`src/rtl/superalu_arb_pkg.sv`:
```
// Shared types and constants for the SHARE_SUPERALU round-robin sequencer.
package superalu_arb_pkg;

    localparam int DATA_W_DEF  = 13;
    localparam int TYPE_W_DEF  = 4;
    localparam int MODE_W_DEF  = 2;
    localparam int TIMEOUT_DEF = 255;

    typedef enum logic [1:0] {
        ST_IDLE  = 2'd0,
        ST_ISSUE = 2'd1,
        ST_WAIT  = 2'd2,
        ST_DONE  = 2'd3
    } arb_state_e;

    // One-hot ALU operation select.
    localparam logic [3:0] ALU_MULTIPLY = 4'b1000;
    localparam logic [3:0] ALU_DIVISION = 4'b0100;
    localparam logic [3:0] ALU_SQRTPOWS = 4'b0010;

    localparam logic [1:0] MODE_MULTI_PURE = 2'b00;
    localparam logic [1:0] MODE_SA_DIV     = 2'b00;
    localparam logic [1:0] MODE_MULTI_FRAC = 2'b01;
    localparam logic [1:0] MODE_CF_T27     = 2'b01;
    localparam logic [1:0] MODE_MULTI_MAXM = 2'b10;
    localparam logic [1:0] MODE_CF_T36     = 2'b10;

endpackage

```
`src/rtl/superalu_arbiter_rr_pick2.sv`:
```
// Combinational two-way round-robin picker; on a tie the requester not served last wins.
module rr_pick2 (
    input  logic [1:0] req,
    input  logic       last,
    output logic [1:0] win,
    output logic       any
);

    always_comb begin
        // NOTE: default assignment first, so no path through the case can infer a latch.
        win = 2'b00;
        case (req)
            2'b01:   win = 2'b01;
            2'b10:   win = 2'b10;
            2'b11:   win = last ? 2'b01 : 2'b10;
            default: win = 2'b00;
        endcase
    end

    assign any = |req;

endmodule

```
`src/rtl/superalu_arbiter.sv`:
```
// Shares one SHARE_SUPERALU between two requesters: grant, start pulse, capture, done pulse.
// Define SUPERALU_ARB_TIMEOUT_EN to abort a WAIT that exceeds TIMEOUT cycles with err.
module superalu_arbiter
    import superalu_arb_pkg::*;
#(
    parameter int DATA_W  = DATA_W_DEF,
    parameter int TYPE_W  = TYPE_W_DEF,
    parameter int MODE_W  = MODE_W_DEF,
    parameter int TIMEOUT = TIMEOUT_DEF
) (
    input  logic                CLK,
    input  logic                RST_N,

    input  logic [1:0]          req,
    input  logic [2*DATA_W-1:0] req_x,
    input  logic [2*DATA_W-1:0] req_y,
    input  logic [2*TYPE_W-1:0] req_type,
    input  logic [2*MODE_W-1:0] req_mode,

    output logic [1:0]          gnt,
    output logic [1:0]          done,
    output logic [1:0]          err,
    output logic [DATA_W-1:0]   res_f,
    output logic [DATA_W-1:0]   res_p,

    output logic [DATA_W-1:0]   alu_x,
    output logic [DATA_W-1:0]   alu_y,
    output logic [TYPE_W-1:0]   alu_type,
    output logic [MODE_W-1:0]   alu_mode,
    output logic                alu_start,
    input  logic                alu_is_done,
    input  logic [DATA_W-1:0]   alu_fout,
    input  logic [DATA_W-1:0]   alu_pout
);

    if (TIMEOUT < 2) begin : g_timeout_range
        $error("superalu_arbiter: TIMEOUT must be at least 2");
    end

    arb_state_e        state_q;
    logic [1:0]        gnt_q;
    logic [1:0]        done_q;
    logic              alu_start_q;
    logic [DATA_W-1:0] alu_x_q;
    logic [DATA_W-1:0] alu_y_q;
    logic [TYPE_W-1:0] alu_type_q;
    logic [MODE_W-1:0] alu_mode_q;
    logic [DATA_W-1:0] res_f_q;
    logic [DATA_W-1:0] res_p_q;
    logic              last_q;

    logic [1:0]        pick_win;
    logic              pick_any;

    logic [DATA_W-1:0] alu_x_d;
    logic [DATA_W-1:0] alu_y_d;
    logic [TYPE_W-1:0] alu_type_d;
    logic [MODE_W-1:0] alu_mode_d;

    logic              done_qual;

    rr_pick2 u_pick (
        .req  (req),
        .last (last_q),
        .win  (pick_win),
        .any  (pick_any)
    );

    always_comb begin
        alu_x_d    = req_x[0 +: DATA_W];
        alu_y_d    = req_y[0 +: DATA_W];
        alu_type_d = req_type[0 +: TYPE_W];
        alu_mode_d = req_mode[0 +: MODE_W];
        if (pick_win[1]) begin
            alu_x_d    = req_x[DATA_W +: DATA_W];
            alu_y_d    = req_y[DATA_W +: DATA_W];
            alu_type_d = req_type[TYPE_W +: TYPE_W];
            alu_mode_d = req_mode[MODE_W +: MODE_W];
        end
    end

    // alu_start_q is high exactly during the first WAIT cycle, so it masks a stale done level.
    assign done_qual = alu_is_done & ~alu_start_q;

`ifdef SUPERALU_ARB_TIMEOUT_EN
    localparam int CNT_W = $clog2(TIMEOUT + 1);

    logic [CNT_W-1:0] wait_cnt_q;
    logic [1:0]       err_q;
    logic             timeout_hit;

    assign timeout_hit = (state_q == ST_WAIT) && (wait_cnt_q == CNT_W'(TIMEOUT - 1));

    always_ff @(posedge CLK or negedge RST_N) begin
        if (!RST_N) begin
            wait_cnt_q <= '0;
        end else if ((state_q == ST_WAIT) && !done_qual && !timeout_hit) begin
            wait_cnt_q <= wait_cnt_q + 1'b1;
        end else begin
            wait_cnt_q <= '0;
        end
    end
`endif

    always_ff @(posedge CLK or negedge RST_N) begin
        if (!RST_N) begin
            state_q     <= ST_IDLE;
            gnt_q       <= 2'b00;
            done_q      <= 2'b00;
            alu_start_q <= 1'b0;
            alu_x_q     <= '0;
            alu_y_q     <= '0;
            alu_type_q  <= '0;
            alu_mode_q  <= '0;
            res_f_q     <= '0;
            res_p_q     <= '0;
            last_q      <= 1'b1;
`ifdef SUPERALU_ARB_TIMEOUT_EN
            err_q       <= 2'b00;
`endif
        end else begin
            // NOTE: non-blocking throughout, so every branch sees start-of-cycle register values.
            done_q      <= 2'b00;
            alu_start_q <= 1'b0;
`ifdef SUPERALU_ARB_TIMEOUT_EN
            err_q       <= 2'b00;
`endif
            case (state_q)
                ST_IDLE: begin
                    if (pick_any) begin
                        alu_x_q    <= alu_x_d;
                        alu_y_q    <= alu_y_d;
                        alu_type_q <= alu_type_d;
                        alu_mode_q <= alu_mode_d;
                        gnt_q      <= pick_win;
                        state_q    <= ST_ISSUE;
                    end
                end
                ST_ISSUE: begin
                    alu_start_q <= 1'b1;
                    state_q     <= ST_WAIT;
                end
                ST_WAIT: begin
                    if (done_qual) begin
                        res_f_q <= alu_fout;
                        res_p_q <= alu_pout;
                        done_q  <= gnt_q;
                        gnt_q   <= 2'b00;
                        state_q <= ST_DONE;
                    end
`ifdef SUPERALU_ARB_TIMEOUT_EN
                    else if (timeout_hit) begin
                        res_f_q <= '0;
                        res_p_q <= '0;
                        done_q  <= gnt_q;
                        err_q   <= gnt_q;
                        gnt_q   <= 2'b00;
                        state_q <= ST_DONE;
                    end
`endif
                end
                ST_DONE: begin
                    last_q  <= done_q[1];
                    state_q <= ST_IDLE;
                end
                default: state_q <= ST_IDLE;
            endcase
        end
    end

    assign gnt       = gnt_q;
    assign done      = done_q;
    assign res_f     = res_f_q;
    assign res_p     = res_p_q;
    assign alu_x     = alu_x_q;
    assign alu_y     = alu_y_q;
    assign alu_type  = alu_type_q;
    assign alu_mode  = alu_mode_q;
    assign alu_start = alu_start_q;

`ifdef SUPERALU_ARB_TIMEOUT_EN
    assign err = err_q;
`else
    assign err = 2'b00;
`endif

endmodule

```
`config.mk`:
```
export PLATFORM = sky130hd
export DESIGN_NAME = superalu_arbiter
export DESIGN_NICKNAME = d
export VERILOG_FILES = /design/src/rtl/superalu_arb_pkg.sv /design/src/rtl/superalu_arbiter_rr_pick2.sv /design/src/rtl/superalu_arbiter.sv
export SDC_FILE = /design/constraint.sdc
export NUM_CORES = 1
export LEC_CHECK = 0
export BUFFER_PORTS_ARGS = -buffer_cell sky130_fd_sc_hd__buf_2
export CORE_ASPECT_RATIO = 0.5
export CORE_MARGIN = 3
export CORE_UTILIZATION = 40
export CTS_CLUSTER_DIAMETER = 200
export CTS_CLUSTER_SIZE = 25
export DETAILED_ROUTE_END_ITERATION = 6
export PLACE_DENSITY = 0.76
export SLEW_MARGIN = 20
export SYNTH_ARGS = -nofsm -noshare
export SYNTH_HDL_FRONTEND = slang
export SYNTH_SLANG_ARGS = --single-unit
export TNS_END_PERCENT = 10
```
`constraint.sdc`:
```
create_clock -name CLK -period 1.6 [get_ports CLK]
set_clock_uncertainty 0.1 [all_clocks]
set_input_delay 0.08 -clock CLK [delete_from_list [all_inputs] [get_ports CLK]]
set_output_delay 0.08 -clock CLK [all_outputs]
set_load 0.05 [all_outputs]
```
======== Word-level counts from Yosys, hierarchy flattened ========
Index checks and enable logic that the tools add are counted.
word-level totals
  register bits after elaboration ......... 66
  input bits .............................. 95
  output and inout port bits .............. 65
  word-level logic and storage cells ...... 43
cells by class
  eq/ne operators ......................... 8
  muxes and demuxes ....................... 15
  bitwise operators ....................... 2
  reductions and logical operators ........ 7
operators with widths
  operator                                       number
  two-way mux 13 bit                             2
  two-way mux 2 bit                              8
  == test 2 bit, second input constant           4
  case mux 2 bit (4 select lines)                1
  case mux 2 bit (3 select lines)                1
  AND reduction 2 bit                            3
  == test 2 x 1 -> 1 bit, second input constant  2
  two-way mux 4 bit                              1
  != test 2 bit, second input constant           2
  case mux 2 bit (2 select lines)                1
  AND reduction 3 bit                            1
  logical NOT 2 bit                              1
  nonzero test 2 bit                             1
  OR reduction 2 bit                             1
  AND 1 bit                                      1
  two-way mux 1 bit                              1
  inverter 1 bit                                 1

======== Depth between registers and ports, before layout ========
Gate-level depths: netlist (run 1).
  depth after elaboration ................. 4
  gate-level depth with buffers ........... 7
  gate-level depth less buffers ........... 5

======== By module ========
From an unflattened synthesis (run 1), not the netlist that was laid out.
unflattened totals
  cells, all modules ...................... 232
  area total of the unflattened synthesis .. 2891.5 um^2
modules (own cells, without submodules)
  module            times used  cells each  area each (um^2)  sequential area each (um^2)
  superalu_arbiter  1           228         2866.5            1652.8
  rr_pick2          1           4           25.0              0.0

======== Worst setup path after synthesis (run 1) ========
OpenSTA, ideal clock, no wires.
  path kind ............................... reg2reg
  start point ............................. register state_q[0]
  end point ............................... register state_q[1]
  setup time .............................. 0.125 ns
  arrival ................................. 1.420 ns
  required time ........................... 1.375 ns
  setup slack ............................. -0.044 ns
  cell stages (with the launch flop) ...... 6
  path buffers ............................ 0
  path through ............................ dfrtp_1 inv_1 ha_1 nor3b_1 a21oi_1 mux2_2
between the ends
  word-level cells in the longest chain between the ends .. 3
  elaborated cells on any way between the ends .. 8
  classes of those cells .................. 5 x eq/ne; 1 x mux; 2 x reduce/logical
RTL lines
  item                                                       line                     RTL
  from (decl)                                                superalu_arbiter.sv:40   arb_state_e state_q;
  from (signal assigned)                                     superalu_arbiter.sv:107  state_q <= ST_IDLE;
  from (signal assigned)                                     superalu_arbiter.sv:136  state_q <= ST_ISSUE;
  from (signal assigned)                                     superalu_arbiter.sv:141  state_q <= ST_WAIT;
  == test 2 bit / logical NOT 2 bit (equally long branches)  superalu_arbiter.sv:128  case (state_q)
  != test 2 bit (no source line)                             --
  AND reduction 2 bit (no source line)                       --
Several ways; a longest one is shown, not always the timed one.
A chain may end at the register's enable or synchronous reset.

======== Worst setup path after layout (run 1) ========
  start point ............................. register state_q[1]
  end point ............................... register state_q[0]
Same word-level chain as after synthesis.

==> impl_table.tex, run 1 <==
\begin{tabular}{lr}
\hline
Metric & Value \\
\hline
\multicolumn{2}{l}{\textbf{Route}} \\
\quad Remaining design rule violation count & 0 \\
\quad DR pass1 iterations & 4 \\
\quad Total vias in the final route & around 3100 \\
\quad Wirelength per Cell & around 17 um \\
\quad Post-detailed-route count of antenna-violating nets & 0 \\
\quad Average vias per placed instance & between 5 and 6 \\
\quad Final wirelength & between 10000 and 15000 um \\
\quad Iteration-0 DRC Markers & around 320 \\
\multicolumn{2}{l}{\textbf{STA}} \\
\quad Crit path time final & $\sim$1.6 ns \\
\quad Final Cycle Share & 101\% \\
\quad Final setup margin & -0.0123 ns \\
\quad Hold Violations, Final & 0 \\
\quad Final number of max-transition violations & 0 \\
\quad Number of failing setup endpoints in the final timing report & 4 \\
\quad Hold Worst Slack & between 0.15 and 0.2 ns \\
\quad RSZ-0062 raised after global routing & yes \\
\quad Max Fclk & 0.620 GHz \\
\quad Setup TNS after final layout & -0.0177 ns \\
\multicolumn{2}{l}{\textbf{Clocking}} \\
\quad Clock sinks & 66 \\
\quad Maximum buffer depth of the clock tree & 2 \\
\quad Clock input transition at the sequential cells of the worst setup and hold paths & 0.05 ns \\
\quad Inserted Clock Buffers & 9 \\
\quad Clock latency of the later-clocked register in the worst-skew pair & between 0.3 and 0.4 ns \\
\quad Count of H-tree levels built during CTS & 3 \\
\quad Clock root buffer master & clkbuf\_16 \\
\quad CTS tree & done \\
\multicolumn{2}{l}{\textbf{Global routing}} \\
\quad Largest net degree at the start of global routing & 67 \\
\quad Remaining global-route overflow & 0 \\
\quad Vias in the first global route & roughly 3300 \\
\quad Overall Global Routing Usage & approximately 25\% \\
\quad Wire length of the first global-routing pass & around 16000 um \\
\quad Initial antenna violation count & 0 \\
\multicolumn{2}{l}{\textbf{Power and ir drop}} \\
\quad Worst vdd rail ir drop & around 1000 uV \\
\quad PwrDens & roughly 2200 mW/mm\^{}2 \\
\quad Leakage component of the power & between 2 and 3 nW \\
\quad Int Pwr & roughly 0.0056 W \\
\quad Combinational share of power & between 50\% and 60\% \\
\quad Share of total power in the clock network & around 16\% \\
\quad Sw Ratio & between 40 and 50\% \\
\quad Sequential cell fraction of total power & between 20\% and 30\% \\
\quad Total power draw & 0.0110 W \\
\quad Net switching power figure & approximately 0.0055 W \\
\multicolumn{2}{l}{\textbf{Synthesis}} \\
\quad Syn Area/Cell & roughly 11 um\^{}2 \\
\quad Main area contributors after synthesis & dfrtp\_1 56\%, nand2\_1 8.5\%, a31oi\_1 6.9\% \\
\quad Number of instances in the synthesized netlist & 266 \\
\quad Total standard cell area after synthesis & 0.00289 mm\^{}2 \\
\quad Library cell with the largest summed area after synthesis & dfrtp\_1 \\
\quad Synth warnings & 0 \\
\quad Post-synthesis cell type count & 25 \\
\quad Sequential element share of the synthesized area & between 50\% and 60\% \\
\quad Top cell type's share of synthesized area & 56.4\% \\
\quad \#FFs+latches synth & 66 \\
\multicolumn{2}{l}{\textbf{Critical path}} \\
\quad Startpoint kind of the worst setup timing path & flip-flop \\
\quad Worst r2r path cells & 6 \\
\quad Logic depth of the worst path, buffers included & 6 \\
\quad Cell class contributing the biggest share of worst-path delay & flip-flops \\
\quad CP endpoint kind & flip-flop \\
\quad Critical path's largest stage delay & approximately 0.43 ns \\
\quad Cell with the biggest individual delay on the critical path & dfrtp\_1 \\
\quad CP Cell Sequence & inv\_2 -> ha\_2 -> nor3b\_4 -> a21oi\_2 -> buf\_4 -> o32a\_1 \\
\quad Required time at the worst-slack endpoint & $\sim$1.7 ns \\
\quad Sum of buffers and inverters on the critical path & 2 \\
\quad Critical path start-end classification & flip-flop to flip-flop \\
\quad Critical-path maximum fanout & 4 \\
\quad Arrival time of data at the critical path endpoint & approximately 1.7 ns \\
\multicolumn{2}{l}{\textbf{Layout}} \\
\quad Share of post-route cells with drive strength above 1 & a little over two fifths \\
\quad Highest-count cells in the layout ignoring fill and taps & 157 x buf\_2, 91 x dlygate4sd3\_1, 65 x nand2\_1, 65 x dfrtp\_1, 34 x nor2\_1 \\
\quad Nets & $\sim$620 \\
\quad Inserted Diodes & 0 \\
\quad Finished Layout Cells & 620 \\
\quad Most common cell after layout, fill and taps aside & buf\_2 \\
\quad Final instance area & between 0.005 and 0.006 mm\^{}2 \\
\quad Number of filler instances in the final layout & roughly 400 \\
\quad Area growth from synthesis to layout & 75.9\% \\
\multicolumn{2}{l}{\textbf{Placement}} \\
\quad Count of input and output buffers & roughly 160 \\
\quad Placed cell count & 512 \\
\quad Placed cell areas & between 0.003 and 0.004 mm\^{}2 \\
\quad HPWL after DPL & between 5000 and 6000 um \\
\quad Routability-driven placement congestion ratio & a little under 0.8 \\
\multicolumn{2}{l}{\textbf{Floorplanning}} \\
\quad Area of the core & 0.00683 mm\^{}2 \\
\quad Width of the chip & 126 um \\
\quad I/O pin total & 160 \\
\quad Initial standard-cell utilization of the core & between 40 and 50\% \\
\quad Die span in y & 66.1 um \\
\quad Die area & $\sim$0.0083 mm\^{}2 \\
\quad Site Rows & 21 \\
\multicolumn{2}{l}{\textbf{Job}} \\
\quad Maximum Capacitance Violations & 0 \\
\multicolumn{2}{l}{\textbf{Run status}} \\
\quad Violated checks & setup timing \\
\quad Run status & complete, but fails checks \\
\multicolumn{2}{l}{\textbf{Worst hold path}} \\
\quad Path category of the worst min-delay check & input port to flip-flop \\
\quad Instance count along the most critical hold path & 4 \\
\hline
\end{tabular}
sequential cells by signal, indices dropped and copies added, names as in the netlist:
signal and count:
alu_start 1, gnt 2, alu_type 4, state_q 2
last_q 1, done 2, alu_y 13, alu_x 13
res_p 13, alu_mode 2, res_f 13
final timing paths:
path	startpoint	to	slack, ns
setup / recovery	state_q[1]	state_q[0]	-0.01
setup reg to reg	state_q[1]	state_q[0]	-0.01
max in group asynchronous	RST_N	last_q	0.84
hold / removal	alu_is_done	state_q[1]	0.18
min in group asynchronous	RST_N	state_q[0]	0.22
hold reg to reg	res_f[9]	res_f[9]	0.40
power by group through the flow:
| stage | Clock (W) | Sequential [W] | Combinational [W] |
|---|---|---|---|
| final | 0.00176 | 0.00299 | 0.00630 |
| after global routing | 0.00187 | 0.00309 | 0.00659 |
| after CTS | 0.00177 | 0.00293 | 0.00606 |
| after detailed placement | 0 | 0.00294 | 0.00587 |
| after global placement | 0 | 0.00292 | 0.00579 |
| after floorplan | 0 | 0.00568 | 0.00164 |
cells in the mapped netlist (all sizes together):
cell    instances
nor2b           1
nor3b           1
o32a            1
nand3b          1
dfstp           1
buf            18
a21boi          1
conb            1
mux2i           1
o22ai           2
a31oi          32
o21a            1
inv             4
mux2           28
a21bo           1
ha              5
nand2          65
o22a            1
dfrtp          65
nand2b          1
nor2           34
a21oi           1
stage by stage:
step	utilization, %	setup slack [ns]
floorplan	-	-0.0294
global placement	56.3	0.0304
detailed placement	56.3	-0.0540
CTS	73.6	0.0160
global route	74.3	-0.0769
finish	74.3	-0.0123
per-layer routing:
| metal | vias up | routed length [um] | track usage (%) |
|---|---|---|---|
| met5 | - | 0 | 0 |
| met4 | 0 | 527 | 17.8 |
| met3 | 48 | 618 | 6.77 |
| met2 | 183 | 5820 | 46.5 |
| met1 | 1509 | 3770 | 25.9 |
| li1 | 1409 | - | - |
kinds of logic (layout without fill, tap and decap cells):
logic type | count (synthesis) | in the layout | share of synthesized area, %
AND/OR/NAND/NOR | 103 | 103 | 13.8
flip-flops | 66 | 66 | 57.3
AO/OA/AOI/OAI | 40 | 40 | 9.19
multiplexers | 29 | 29 | 12.8
buffers and inverters | 22 | 283 | 4.55
adder cells (fa/ha/maj) | 5 | 5 | 2.17
other | 1 | 2 | 0.130
final cells by class:
type	instances	area, um^2	share of cell area (%)
Timing Repair Buffer	263	1890	37.2
Clock inverter	3	15.0	0.296
Tap cell	92	115	2.27
Inverter	4	15.0	0.296
Clock buffer	13	250	4.93
Sequential cell	66	1650	32.6
Multi-Input combinational cell	179	1140	22.4
worst min-delay path, cell delays in order:
cell      delay, ns
buf_2          0.11
nand2b_1       0.08
a21oi_2        0.07
mux2_2         0.22
timing repair:
action                                 4_1_cts  5_1_grt
endpoints found under the hold margin      124        0
setup buffers                                0        0
gates cloned                                 0        1
setup endpoints to repair                    4       57
hold buffers                                91        0
resized for setup                            1        7
No activity file was read; power rests on OpenSTA's default activity.
==> run 2, diff against run 1 <==
--- a/config.mk
+++ b/config.mk
@@ -5,14 +5,14 @@
 export SDC_FILE = /design/constraint.sdc
 export NUM_CORES = 1
 export LEC_CHECK = 0
-export BUFFER_PORTS_ARGS = -buffer_cell sky130_fd_sc_hd__buf_2
 export CORE_ASPECT_RATIO = 0.5
 export CORE_MARGIN = 3
-export CORE_UTILIZATION = 40
+export CORE_UTILIZATION = 43
 export CTS_CLUSTER_DIAMETER = 200
 export CTS_CLUSTER_SIZE = 25
 export DETAILED_ROUTE_END_ITERATION = 6
-export PLACE_DENSITY = 0.76
+export DONT_BUFFER_PORTS = 1
+export SETUP_SLACK_MARGIN = 0.1
 export SLEW_MARGIN = 20
 export SYNTH_ARGS = -nofsm -noshare
 export SYNTH_HDL_FRONTEND = slang
==> run 2 against run 1 <==
The flow finishes with violations (hold timing). Clock power up 28%. Design area down 2.8%. Sequential share of layout area up 0.99 points. Critical endpoint is now res_f[7]. Largest power group unchanged.
==> impl_table.tex, run 2 (synthesis gave the netlist of run 1 again) <==
\begin{tabular}{lr}
\hline
Metric & Value \\
\hline
\multicolumn{2}{l}{\textbf{Run status}} \\
\quad Run status & complete, but fails checks (unchanged) \\
\quad Violated checks & hold timing (was setup timing) \\
\multicolumn{2}{l}{\textbf{STA}} \\
\quad Hold Worst Slack & -0.654 ns (was 0.180 ns) \\
\quad Setup TNS after final layout & 0 ns (was -0.0177 ns) \\
\quad RSZ-0062 raised after global routing & yes (unchanged) \\
\quad Crit path time final & 1.57 ns (was 1.61 ns) \\
\quad Final number of max-transition violations & 0 (unchanged) \\
\quad Hold Violations, Final & 66 (was 0) \\
\quad Max Fclk & 0.639 GHz (was 0.620 GHz) \\
\quad Final Cycle Share & 97.8\% (was 101\%) \\
\quad Number of failing setup endpoints in the final timing report & 0 (was 4) \\
\multicolumn{2}{l}{\textbf{Critical path}} \\
\quad Worst reg2reg path startpoint & state\_q[0] (was state\_q[1]) \\
\quad Arrival time of data at the critical path endpoint & 1.68 ns (was 1.72 ns) \\
\quad Critical-path maximum fanout & 5 (was 4) \\
\quad Destination of the worst register-to-register timing path & res\_f[7] (was state\_q[0]) \\
\quad Critical path's largest stage delay & 0.39 ns (was 0.43 ns) \\
\quad CP Cell Sequence & inv\_2 -> ha\_4 -> nand3b\_1 -> buf\_6 -> clkbuf\_16 -> mux2\_4 (was inv\_2 -> ha\_2 -> nor3b\_4 -> a21oi\_2 -> buf\_4 -> o32a\_1) \\
\quad Internal reg-to-reg setup slack & 0.03 ns (was -0.01 ns) \\
\quad CP endpoint kind & flip-flop (unchanged) \\
\quad Worst r2r path cells & 6 (unchanged) \\
\quad Cell with the biggest individual delay on the critical path & dfrtp\_1 (unchanged) \\
\quad Required time at the worst-slack endpoint & 1.71 ns (about the same) \\
\quad Critical path start-end classification & flip-flop to flip-flop (unchanged) \\
\quad Startpoint kind of the worst setup timing path & flip-flop (unchanged) \\
\multicolumn{2}{l}{\textbf{Clocking}} \\
\quad Inserted Clock Buffers & 9 (unchanged) \\
\quad Clock root buffer master & clkbuf\_16 (unchanged) \\
\quad CTS tree & done (unchanged) \\
\quad Maximum buffer depth of the clock tree & 2 (unchanged) \\
\quad Clock input transition at the sequential cells of the worst setup and hold paths & 0.06 ns (was 0.05 ns) \\
\quad Count of H-tree levels built during CTS & 3 (unchanged) \\
\quad Clock sinks & 66 (unchanged) \\
\quad Clock latency of the later-clocked register in the worst-skew pair & 0.33 ns (was 0.32 ns) \\
\quad CTS Hold Bufs & 92 (was 91) \\
\multicolumn{2}{l}{\textbf{Route}} \\
\quad Average vias per placed instance & 5.09 (was 5.08) \\
\quad Total vias in the final route & 2662 (was 3149) \\
\quad Remaining design rule violation count & 0 (unchanged) \\
\quad Post-detailed-route count of antenna-violating nets & 0 (unchanged) \\
\quad Wirelength per Cell & 17.5 um (was 17.3 um) \\
\quad Iteration-0 DRC Markers & 175 (was 318) \\
\quad DR pass1 iterations & 4 (unchanged) \\
\quad Final wirelength & 9160 um (was 10700 um) \\
\multicolumn{2}{l}{\textbf{Floorplanning}} \\
\quad I/O pin total & 160 (unchanged) \\
\quad Initial standard-cell utilization of the core & 45.9\% (was 42.2\%) \\
\quad Die span in y & 63.9 um (was 66.1 um) \\
\quad Area of the core & 0.00628 mm\^{}2 (was 0.00683 mm\^{}2) \\
\quad Site Rows & 20 (was 21) \\
\quad Width of the chip & 122 um (was 126 um) \\
\quad Die area & 0.00779 mm\^{}2 (was 0.00833 mm\^{}2) \\
\multicolumn{2}{l}{\textbf{Placement}} \\
\quad Routability-driven placement congestion ratio & 0.758 (was 0.779) \\
\quad Placed cell count & 409 (was 512) \\
\quad HPWL after DPL & 4980 um (was 5290 um) \\
\quad Placed cell areas & 0.00353 mm\^{}2 (was 0.00384 mm\^{}2) \\
\quad Count of input and output buffers & 0 (was 157) \\
\multicolumn{2}{l}{\textbf{Layout}} \\
\quad Highest-count cells in the layout ignoring fill and taps & 92 x dlygate4sd3\_1, 66 x buf\_4, 65 x nand2\_1 (was 157 x buf\_2, 91 x dlygate4sd3\_1, 65 x nand2\_1, 65 x dfrtp\_1, 34 x nor2\_1) \\
\quad Share of post-route cells with drive strength above 1 & 30.6\% (was 42.4\%) \\
\quad Flip-flop and latch area & 0.00166 mm\^{}2 (was 0.00165 mm\^{}2) \\
\quad Final instance area & 0.00493 mm\^{}2 (was 0.00508 mm\^{}2) \\
\quad Area occupied by multi-input gates & 0.00118 mm\^{}2 (was 0.00114 mm\^{}2) \\
\quad Nets & 530 (was 623) \\
\quad Area growth from synthesis to layout & 71.0\% (was 75.9\%) \\
\quad Number of filler instances in the final layout & 372 (was 399) \\
\quad Inserted Diodes & 0 (unchanged) \\
\quad Finished Layout Cells & 523 (was 620) \\
\quad Most common cell after layout, fill and taps aside & dlygate4sd3\_1 (was buf\_2) \\
\multicolumn{2}{l}{\textbf{Power and ir drop}} \\
\quad Total power draw & 0.0120 W (was 0.0110 W) \\
\quad Sequential cell fraction of total power & 25.4\% (was 27.1\%) \\
\quad Share of total power in the clock network & 18.7\% (was 15.9\%) \\
\quad Int Pwr & 0.00651 W (was 0.00555 W) \\
\quad PwrDens & 2430 mW/mm\^{}2 (was 2180 mW/mm\^{}2) \\
\quad Sw Ratio & 45.8\% (was 49.7\%) \\
\quad Leakage component of the power & 2.29 nW (was 2.52 nW) \\
\quad Worst vdd rail ir drop & 1260 uV (was 978 uV) \\
\quad Net switching power figure & 0.00549 W (about the same) \\
\quad Combinational share of power & 55.9\% (was 57.0\%) \\
\multicolumn{2}{l}{\textbf{Global routing}} \\
\quad Largest net degree at the start of global routing & 67 (unchanged) \\
\quad Remaining global-route overflow & 0 (unchanged) \\
\quad Wire length of the first global-routing pass & 14000 um (was 16400 um) \\
\quad Initial antenna violation count & 0 (unchanged) \\
\quad Vias in the first global route & 2757 (was 3293) \\
\quad Overall Global Routing Usage & 23.3\% (was 25.4\%) \\
\multicolumn{2}{l}{\textbf{Job}} \\
\quad Maximum Capacitance Violations & 0 (unchanged) \\
\multicolumn{2}{l}{\textbf{Worst hold path}} \\
\quad Path category of the worst min-delay check & input port to async pin (was input port to flip-flop) \\
\hline
\end{tabular}
==> run 2: cell types whose count changed in the layout (fill, tap and decap cells not counted), sizes merged <==
cell,delta
dlygate4sd3,+1
clkinvlp,+1
clkbuf,-2
clkinv,-1
buf,-95
bufinv,+3
==> run 2: worst max-delay path by stage <==
| stage | slack [ns] | to | start | cells after the start |
|---|---|---|---|---|
| 6_report | 0.03 | res_f[7] | state_q[0] | 6 |
| 5_1_grt | -0.009 | res_p[6] | state_q[0] | 6 |
| 4_1_cts | 0.01 | res_p[3] | state_q[1] | 4 |
| 3_5_place_dp | -0.03 | alu_y[6] | last_q | 4 |
| 3_3_place_gp | 0.04 | state_q[1] | state_q[1] | 5 |
| 2_1_floorplan | 0.06 | res_f[0] | state_q[0] | 6 |
==> run 2: metal layers <==
layer	global-route usage [%]	vias up	part of all wire, %
met2	40.3	143	50
li1	-	1222	-
met4	8.24	0	2.4
met3	7.16	23	8.3
met5	0	-	0
met1	27.6	1274	39
==> run 2: cell type report <==
| cell class | count | area share, % |
|---|---|---|
| sequential | 66 | 33.6 |
| tap | 88 | 2.23 |
| multi-input combinational | 179 | 24.0 |
| clock buffer | 10 | 4.64 |
| clock inverter | 6 | 2.33 |
| inverter | 4 | 0.304 |
| timing repair buffer | 170 | 33.0 |
==> run 2: worst max-delay path, delay by kind of cell, from the launching register on <==
family	cells	cell delay [ns]
fa+ha+maj	1	0.16
flops	1	0.39
mux	1	0.30
simple gates	1	0.09
buf+inv	3	0.43
==> run 2: per-stage QoR <==
stage,utilization (%),worst slack [ns]
after global routing,78.5,-0.00933
after floorplan,-,0.0608
final,78.5,0.0349
after CTS,76.5,0.0118
after global placement,56.2,0.0402
after detailed placement,56.2,-0.0334
==> run 2: power groups by stage <==
| stage | combinational [W] | clock, W | sequential [W] |
|---|---|---|---|
| finish | 0.00671 | 0.00225 | 0.00305 |
| global route | 0.00703 | 0.00236 | 0.00315 |
| CTS | 0.00645 | 0.00227 | 0.00300 |
| detailed placement | 0.00626 | 0 | 0.00301 |
| global placement | 0.00617 | 0 | 0.00296 |
| floorplan | 0.00176 | 0 | 0.00570 |
==> run 2: what timing repair did <==
| item | 4_1_cts | 5_1_grt |
|---|---|---|
| gates cloned | 0 | 3 |
| buffers inserted | 0 | 3 |
| pin swaps | 0 | 3 |
| setup endpoints to repair | 58 | 62 |
| resized for setup | 2 | 7 |
| hold endpoints to repair | 127 | 66 |
==> run 3, diff against run 2 <==
==> constraint.sdc (replaced) <==
create_clock -name CLK -period 1.6 [get_ports CLK]
set_clock_uncertainty 0.1 [all_clocks]
set_input_delay 0.08 -clock CLK [delete_from_list [all_inputs] [get_ports CLK]]
set_output_delay 0.08 -clock CLK [all_outputs]
set_load 0.01 [all_outputs]
==> run 3 against run 2 <==
Sequential share of layout area up 2.6 points. Wire length down 2.6%. Clock power down 13%. Largest power group is now registers. Global-route usage down 1.5 points. First-iteration DRC count unchanged. Non-clock buffer count down 58. The run still ends with hold timing left. Count of clock-buffer cells in the layout unchanged. Via count down 7.3%. Combinational power down 57%. Critical path type unchanged.
==> impl_table.tex, run 3 (synthesis gave the netlist of run 1 again) <==
\begin{tabular}{lr}
\hline
Metric & Value \\
\hline
\multicolumn{2}{l}{\textbf{STA}} \\
\quad Final number of max-transition violations & 0 (unchanged) \\
\quad Hold Worst Slack & -0.648 ns (was -0.654 ns) \\
\quad RSZ-0062 raised after global routing & yes (unchanged) \\
\quad Max Fclk & 0.639 GHz (about the same) \\
\quad Final Cycle Share & 97.8\% (about the same) \\
\quad Crit path time final & 1.56 ns (was 1.57 ns) \\
\quad Final setup margin & 0.0356 ns (was 0.0349 ns) \\
\quad Number of failing setup endpoints in the final timing report & 0 (unchanged) \\
\quad Setup TNS after final layout & 0 ns (unchanged) \\
\quad Hold Violations, Final & 66 (unchanged) \\
\multicolumn{2}{l}{\textbf{Clocking}} \\
\quad Clock latency of the later-clocked register in the worst-skew pair & 0.32 ns (was 0.33 ns) \\
\quad Count of H-tree levels built during CTS & 3 (unchanged) \\
\quad Maximum buffer depth of the clock tree & 2 (unchanged) \\
\quad CTS Hold Bufs & 91 (was 92) \\
\quad Clock input transition at the sequential cells of the worst setup and hold paths & 0.06 ns (about the same) \\
\quad CTS tree & done (unchanged) \\
\quad Clock root buffer master & clkbuf\_16 (unchanged) \\
\quad Inserted Clock Buffers & 9 (unchanged) \\
\quad Clock sinks & 66 (unchanged) \\
\multicolumn{2}{l}{\textbf{Placement}} \\
\quad Count of input and output buffers & 0 (unchanged) \\
\quad Routability-driven placement congestion ratio & 0.711 (was 0.758) \\
\quad Dpl ws & -0.0971 ns (was -0.0334 ns) \\
\quad HPWL after DPL & 4560 um (was 4980 um) \\
\multicolumn{2}{l}{\textbf{Global routing}} \\
\quad Overall Global Routing Usage & 21.8\% (was 23.3\%) \\
\quad Largest net degree at the start of global routing & 67 (unchanged) \\
\quad Initial antenna violation count & 0 (unchanged) \\
\quad Wire length of the first global-routing pass & 13100 um (was 14000 um) \\
\quad Vias in the first global route & 2571 (was 2757) \\
\quad Remaining global-route overflow & 0 (unchanged) \\
\multicolumn{2}{l}{\textbf{Layout}} \\
\quad Share of post-route cells with drive strength above 1 & 20.7\% (was 30.6\%) \\
\quad Most common cell after layout, fill and taps aside & dlygate4sd3\_1 (unchanged) \\
\quad Nets & 472 (was 530) \\
\quad Inserted Diodes & 0 (unchanged) \\
\quad Area growth from synthesis to layout & 58.4\% (was 71.0\%) \\
\quad Highest-count cells in the layout ignoring fill and taps & 91 x dlygate4sd3\_1, 65 x nand2\_1, 64 x dfrtp\_1 (was 92 x dlygate4sd3\_1, 66 x buf\_4, 65 x nand2\_1) \\
\multicolumn{2}{l}{\textbf{Power and ir drop}} \\
\quad PwrDens & 1840 mW/mm\^{}2 (was 2430 mW/mm\^{}2) \\
\quad Leakage component of the power & 2.02 nW (was 2.29 nW) \\
\quad Worst vdd rail ir drop & 913 uV (was 1260 uV) \\
\multicolumn{2}{l}{\textbf{Job}} \\
\quad Maximum Capacitance Violations & 0 (unchanged) \\
\multicolumn{2}{l}{\textbf{Critical path}} \\
\quad CP endpoint kind & flip-flop (unchanged) \\
\quad Startpoint kind of the worst setup timing path & flip-flop (unchanged) \\
\quad Critical path's largest stage delay & 0.45 ns (was 0.39 ns) \\
\quad Worst r2r path cells & 5 (was 6) \\
\quad Critical path start-end classification & flip-flop to flip-flop (unchanged) \\
\quad Required time at the worst-slack endpoint & 1.70 ns (was 1.71 ns) \\
\quad Destination of the worst register-to-register timing path & res\_p[3] (was res\_f[7]) \\
\quad Internal reg-to-reg setup slack & 0.04 ns (was 0.03 ns) \\
\quad Arrival time of data at the critical path endpoint & 1.67 ns (was 1.68 ns) \\
\quad Critical-path maximum fanout & 11 (was 5) \\
\quad Worst reg2reg path startpoint & state\_q[1] (was state\_q[0]) \\
\quad CP Cell Sequence & ha\_4 -> nand3b\_1 -> buf\_6 -> buf\_12 -> mux2\_2 (was inv\_2 -> ha\_4 -> nand3b\_1 -> buf\_6 -> clkbuf\_16 -> mux2\_4) \\
\quad Cell with the biggest individual delay on the critical path & dfrtp\_2 (was dfrtp\_1) \\
\multicolumn{2}{l}{\textbf{Route}} \\
\quad Total vias in the final route & 2468 (was 2662) \\
\quad Iteration-0 DRC Markers & 175 (unchanged) \\
\quad Final wirelength & 8920 um (was 9160 um) \\
\quad DR pass1 iterations & 5 (was 4) \\
\quad Wirelength per Cell & 19.2 um (was 17.5 um) \\
\quad Post-detailed-route count of antenna-violating nets & 0 (unchanged) \\
\quad Average vias per placed instance & 5.31 (was 5.09) \\
\quad Remaining design rule violation count & 0 (unchanged) \\
\multicolumn{2}{l}{\textbf{Run status}} \\
\quad Violated checks & hold timing (unchanged) \\
\quad Run status & complete, but fails checks (unchanged) \\
\multicolumn{2}{l}{\textbf{Floorplanning}} \\
\quad Area of the core & 0.00628 mm\^{}2 (unchanged) \\
\quad Site Rows & 20 (unchanged) \\
\quad Initial standard-cell utilization of the core & 45.9\% (unchanged) \\
\quad Width of the chip & 122 um (unchanged) \\
\quad Die area & 0.00779 mm\^{}2 (unchanged) \\
\quad Die span in y & 63.9 um (unchanged) \\
\quad I/O pin total & 160 (unchanged) \\
\multicolumn{2}{l}{\textbf{Worst hold path}} \\
\quad Path category of the worst min-delay check & input port to async pin (unchanged) \\
\hline
\end{tabular}
run 3: changes by cell type in the layout (fill, tap and decap cells not counted), moves of 2 or more:
cell        delta
buf_4         -61
a31oi_2        +2
bufinv_16      -2
buf_12         +2
clkbuf_16      +2
buf_6          -2
clkinvlp_4     +2
buf_16         +2
a31oi_1        -2
run 3: worst max path at each step:
stage,startpoint,endpoint,slack [ns],cells after the start
CTS,state_q[0],res_f[7],0.05,6
finish,state_q[1],res_p[3],0.04,5
floorplan,state_q[0],res_f[0],0.06,6
global route,state_q[0],res_f[11],0.01,6
global placement,last_q,alu_type[3],0.009,4
detailed placement,last_q,alu_x[11],-0.1,4
run 3: area by class of cell:
type                            instances  area [um^2]
Sequential cell                        66         1650
Fill cell                             387         1710
Inverter                                4         17.5
Multi-Input combinational cell        179         1200
Clock inverter                          6         66.3
Timing Repair Buffer                  112         1280
Clock buffer                           10          239
Tap cell                               88          110
run 3: report_power, final:
part	internal [W]	leakage, nW	switching (W)
logic	0.00171	1.12	0.00119
clock network	0.00125	0.141	0.000705
registers	0.00251	0.764	0.00104
run 3: per-stage QoR:
step           instances  util, %  power (W)  area (um^2)  hold slack [ns]
5_1_grt              465     72.7    0.00885         4570           -0.670
4_1_cts              458     69.7    0.00801         4380           -0.659
2_1_floorplan        267        -    0.00508         2950           -0.316
3_3_place_gp         347     48.8    0.00555         3070           -0.314
6_report             465     72.7    0.00840         4570           -0.648
3_5_place_dp         347     48.8    0.00567         3070           -0.314
run 3: critical path, delay by kind of cell, from the launching register on:
family        cells  cell delay, ns
simple gates      1            0.09
flops             1            0.45
mux               1            0.34
fa+ha+maj         1            0.18
buf+inv           2            0.28
run 3: what timing repair did:
| action | in CTS | in global routing |
|---|---|---|
| endpoints found under the hold margin | 125 | 66 |
| setup endpoints to repair | 60 | 62 |
| pin swaps | 2 | 3 |
| gates resized for setup | 6 | 11 |
| buffers inserted | 2 | 3 |
| gates cloned | 2 | 4 |
run 3: routing by layer:
metal  part of all wire (%)  GRT usage (%)
met1                     38           24.3
met2                     49           37.7
met3                    9.4           7.43
met4                    2.9           10.1
met5                      0              0
